### src/rtl/pattern_persist_detector.sv
// Debounced pattern detector: synchronised AND/OR of monitored inputs, persistence-filtered match level.
// Optional event counter and sticky overflow flag are built when PATTERN_EVT_COUNTER_EN is defined.
module pattern_persist_detector #(
    parameter int WIDTH = 4,
    parameter int HOLD  = 3,
    parameter int MODE  = 0
) (
    input  logic [7:0] io_in,
    output logic [7:0] io_out
);

    // state     | meaning
    // IDLE      | no match, raw_s low (or just returned low)
    // ARMING    | no match yet, counting consecutive raw_s highs
    // MATCH     | match asserted, raw_s high
    // RELEASING | match still asserted, counting consecutive raw_s lows
    typedef enum logic [1:0] {
        IDLE      = 2'd0,
        ARMING    = 2'd1,
        MATCH     = 2'd2,
        RELEASING = 2'd3
    } state_t;

    localparam logic [3:0] CNT_LAST = 4'(HOLD - 1);

    logic             clk;
    logic             rst_n;
    logic [WIDTH-1:0] mon;
    logic [WIDTH-1:0] sync1;
    logic [WIDTH-1:0] sync2;
    logic             raw_d;
    logic             raw_s;
    state_t           state;
    state_t           state_nxt;
    logic [3:0]       cnt;
    logic [3:0]       cnt_nxt;
    logic             match_nxt;
    logic             match_q;
    logic             match_pulse;
    logic             rise;
    logic             unused_in;

    assign clk   = io_in[0];
    assign rst_n = io_in[1];
    assign mon   = io_in[2 +: WIDTH];

    // bits above WIDTH are deliberately not monitored
    assign unused_in = ^io_in[7:2];

    assign raw_d = (MODE == 1) ? (|sync2) : (&sync2);

    always_ff @(posedge clk or negedge rst_n) begin
        if (!rst_n) begin
            sync1 <= '0;
            sync2 <= '0;
            raw_s <= 1'b0;
        end else begin
            sync1 <= mon;
            sync2 <= sync1;
            raw_s <= raw_d;
        end
    end

    always_ff @(posedge clk or negedge rst_n) begin
        if (!rst_n) begin
            state <= IDLE;
            cnt   <= 4'd0;
        end else begin
            state <= state_nxt;
            cnt   <= cnt_nxt;
        end
    end

    always_comb begin
        state_nxt = state;
        cnt_nxt   = cnt;
        case (state)
            IDLE: begin
                if (raw_s) begin
                    if (HOLD == 1) begin
                        state_nxt = MATCH;
                        cnt_nxt   = 4'd0;
                    end else begin
                        state_nxt = ARMING;
                        cnt_nxt   = 4'd1;
                    end
                end else begin
                    cnt_nxt = 4'd0;
                end
            end
            ARMING: begin
                if (!raw_s) begin
                    state_nxt = IDLE;
                    cnt_nxt   = 4'd0;
                end else if (cnt == CNT_LAST) begin
                    state_nxt = MATCH;
                    cnt_nxt   = 4'd0;
                end else begin
                    cnt_nxt = cnt + 4'd1;
                end
            end
            MATCH: begin
                if (!raw_s) begin
                    if (HOLD == 1) begin
                        state_nxt = IDLE;
                        cnt_nxt   = 4'd0;
                    end else begin
                        state_nxt = RELEASING;
                        cnt_nxt   = 4'd1;
                    end
                end else begin
                    cnt_nxt = 4'd0;
                end
            end
            RELEASING: begin
                if (raw_s) begin
                    state_nxt = MATCH;
                    cnt_nxt   = 4'd0;
                end else if (cnt == CNT_LAST) begin
                    state_nxt = IDLE;
                    cnt_nxt   = 4'd0;
                end else begin
                    cnt_nxt = cnt + 4'd1;
                end
            end
            default: begin
                state_nxt = IDLE;
                cnt_nxt   = 4'd0;
            end
        endcase
    end

    // match_q and the pulse are registered from the next state so both appear on the edge the FSM enters MATCH
    assign match_nxt = (state_nxt == MATCH) || (state_nxt == RELEASING);
    assign rise      = match_nxt && !match_q;

    always_ff @(posedge clk or negedge rst_n) begin
        if (!rst_n) begin
            match_q     <= 1'b0;
            match_pulse <= 1'b0;
        end else begin
            match_q     <= match_nxt;
            match_pulse <= rise;
        end
    end

`ifdef PATTERN_EVT_COUNTER_EN
    logic [4:0] evt_cnt;
    logic       evt_ovf;

    // counter advances on the same edge that raises match_pulse
    always_ff @(posedge clk or negedge rst_n) begin
        if (!rst_n) begin
            evt_cnt <= 5'd0;
            evt_ovf <= 1'b0;
        end else if (rise) begin
            evt_cnt <= evt_cnt + 5'd1;
            if (evt_cnt == 5'd31) begin
                evt_ovf <= 1'b1;
            end
        end
    end

    assign io_out = {evt_ovf, evt_cnt, match_pulse, match_q};
`else
    assign io_out = {1'b0, {5{match_q}}, match_pulse, match_q};
`endif

endmodule

### config.mk
export PLATFORM = sky130hd
export DESIGN_NAME = pattern_persist_detector
export DESIGN_NICKNAME = d
export VERILOG_FILES = /design/src/rtl/pattern_persist_detector.sv
export SDC_FILE = /design/constraint.sdc
export NUM_CORES = 1
export LEC_CHECK = 0
export BUFFER_PORTS_ARGS = -buffer_cell sky130_fd_sc_hd__buf_2
export CAP_MARGIN = 20
export CORE_MARGIN = 3
export CORE_UTILIZATION = 40
export CTS_BUF_LIST = sky130_fd_sc_hd__clkbuf_8
export DETAILED_ROUTE_END_ITERATION = 6
export PLACE_DENSITY = 0.74
export SYNTH_ARGS = -nofsm -noshare
export SYNTH_HDL_FRONTEND = slang
export SYNTH_SLANG_ARGS = --single-unit
### constraint.sdc
create_clock -name io_in -period 1.7 [get_ports io_in]
set_input_delay 0.255 -clock io_in [delete_from_list [all_inputs] [get_ports io_in]]
set_output_delay 0.255 -clock io_in [all_outputs]
set_load 0.01 [all_outputs]
==> out/results.tsv <==
metric	value	unit
via/cell ratio	4.85	
grt total ovfl	0	
Routed Antenna Nets	0	
Avg Cell Area, Syn	13.9	µm²
final worst slack	0.355	ns
Filler cells	116	
VDD IR max	1030	µV
starting density of the core	44.8	%
Worst Reg-to-Reg Cells	5	
num ports	16	
initial antenna violation count	0	
share of cells above drive strength 1	37.3	%
Nets	61	
number of port buffers	7	
GRT Total Usage	11.0	%
n_diodes	0	
Yosys reg bits	16	
Fin. Hold Viols	20	
clk_skew	0.000670	ns
largest net degree at the start of global routing	10	
reg2reg setup slack	0.36	ns
reg2reg end	match_q	
CORE AREA	1370	µm²
RSZ-0062 raised after global routing	false	
max-cap violations	0	
vias in the first global route	368	
1st-pass router iterations	3	
Hold/Removal Path Class	clock port to async pin	
Placer Congestion	0.671	
Reg clk slew, reported paths	0.06	ns
pwr dens	1630	nW/µm²
Tot Pwr	1.19	mW
Setup CP Type	flop to flop	
max-slew violations	0	
Worst setup startpoint	cnt[0]	
CP max stage delay	0.41	ns
Tcrit/Tclk final	79.1	%
min Tclk post-route	1.34	ns
slowest stage cell, crit path	dfrtp_1	
Post-Syn Nets	54	
CTS tree	built	
reg2reg start	cnt[0]	
YS warnings	0	
Pleak	0.404	nW
Required @ worst endpoint	1.83	ns
post-synthesis sequential area ratio	65.4	%
drt wl/cell	11.8	µm
Max Clk Rate	744	MHz
endpoints failing setup	0	
Placed Cells	58	
violated checks	negative hold slack	
Post-CTS Setup Bufs	0	
crit end category	flop	
hpwl dp	540	µm
Setup crit end	match_q	
Hold Buf Count CTS	0	
Startpoint Class	flop	
WP data arrival	1.47	ns
critical path depth	5	
Die X	45.1	µm
Setup TNS	0	ns
die height	45.1	µm
status	finished, violations left	
later-pin clock latency in the skew report	0.24	ns
global-route wire length before repair	1310	µm
drt initial violations	2	
DRC	0	
Mapped Cells	44	
Worst path top cell family by delay	flip-flops	
Die ar.	2030	µm²
Rows	13	
dpl ws	0.350	ns
Post-CTS Resized	0	
area growth from synthesis to layout	19.6	%
distinct cell type count after synthesis	18	
Synth Cell Area	612	µm²
crit path cell chain	inv_1 -> ha_1 -> nor3b_2 -> nand2_2 -> mux2_4	
via count	320	
Non-Filler Instances	66	
Post-Route Hold Slack	-0.324	ns
Buf/Inv on CP	1	
crit path max fanout	4	
final wirelength	777	µm
-- synthesized netlist by cell type, drive strengths merged --
cell    instances  area [µm²]
dfrtp          16         400
buf             8        60.1
nor2            3        11.3
and2            2        13.8
ha              2        25.0
nor3b           2        20.0
xor2            2        17.5
and4            1        8.76
conb            1        3.75
inv             1        3.75
mux2            1        15.0
nand2           1        6.26
nand3           1        5.00
nand3b          1        7.51
o21ai           1        5.00
xnor2           1        8.76
-- placed cells by master, fill, tap and decap left out --
master and count:
dfrtp_1 16, clkbuf_8 7, buf_2 7, nor2_1 3
xor2_1 2, ha_1 2, nor3b_2 1, nand2_2 1
mux2_4 1, nand3b_1 1, nand3_1 1, and2_2 1
o21ai_0 1, and2_1 1, inv_1 1, xnor2_1 1
nor3b_1 1, and4_1 1, conb_1 1, bufinv_16 1
-- per-stage QoR --
| stage | cell area, µm² | util, % | hold WS, ns |
|---|---|---|---|
| floorplan | 612 | - | -0.296 |
| global placement | 606 | 44.3 | -0.296 |
| detailed placement | 606 | 44.3 | -0.296 |
| CTS | 732 | 53.6 | -0.324 |
| global route | 732 | 53.6 | -0.326 |
| finish | 732 | 53.6 | -0.324 |
-- sequential cells by signal, indices dropped and copies added (netlist names) --
signal and count:
raw_s 1, sync1 4, sync2 4, state 1, cnt 4, match_pulse 1
match_q 1
-- worst reg2reg max path: stages (launching register included) --
cell and delay (ns):
dfrtp_1 0.41, inv_1 0.07, ha_1 0.12, nor3b_2 0.22, nand2_2 0.11, mux2_4 0.30
-- cell families (layout without fill, tap and decap cells) --
group | after synthesis | after routing | synth area share, %
AND/OR/NAND/NOR | 11 | 11 | 11.9
buffers and inverters | 9 | 16 | 10.4
flip-flops | 16 | 16 | 65.4
multiplexers | 1 | 1 | 2.45
AO/OA/AOI/OAI | 1 | 1 | 0.817
other | 1 | 1 | 0.613
XOR/XNOR | 3 | 3 | 4.30
adder cells (fa/ha/maj) | 2 | 2 | 4.09
-- cell type report --
class | count | area [µm²] | area share, %
multi-input cells | 19 | 148 | 20.2
clock inverters | 1 | 30.0 | 4.10
flip-flops and latches | 16 | 400 | 54.7
well taps | 15 | 18.8 | 2.56
clock buffers | 7 | 96.3 | 13.2
inverters | 1 | 3.75 | 0.513
repair buffers | 7 | 35.0 | 4.79
-- report_power, final --
| part | switching, mW | internal (mW) | total [mW] |
|---|---|---|---|
| Clock | 0.287 | 0.519 | 0.806 |
| Sequential | 0 | 0.386 | 0.386 |
| Combinational | 0.00101 | 0 | 0.00101 |
| Total | 0.288 | 0.905 | 1.19 |
-- layer usage --
layer  GRT usage (%)  vias to the layer above  routed length [µm]
met2            11.3                       19                 317
met1            7.20                      152                 316
met5               0                        -                   0
li1                -                      142                   -
met4            20.5                        0                  40
met3            11.6                        7                 102
-- how the worst min path moves through the flow --
| stage | end | slack, ns | cells past startpoint |
|---|---|---|---|
| 5_1_grt | state[0] | -0.33 | 2 |
| 3_5_place_dp | cnt[0] | -0.30 | 0 |
| 4_1_cts | sync1[1] | -0.32 | 2 |
| 6_report | raw_s | -0.32 | 2 |
| 2_1_floorplan | cnt[0] | -0.30 | 0 |
| 3_3_place_gp | cnt[0] | -0.30 | 0 |
Power figures use the tool's default switching activity.
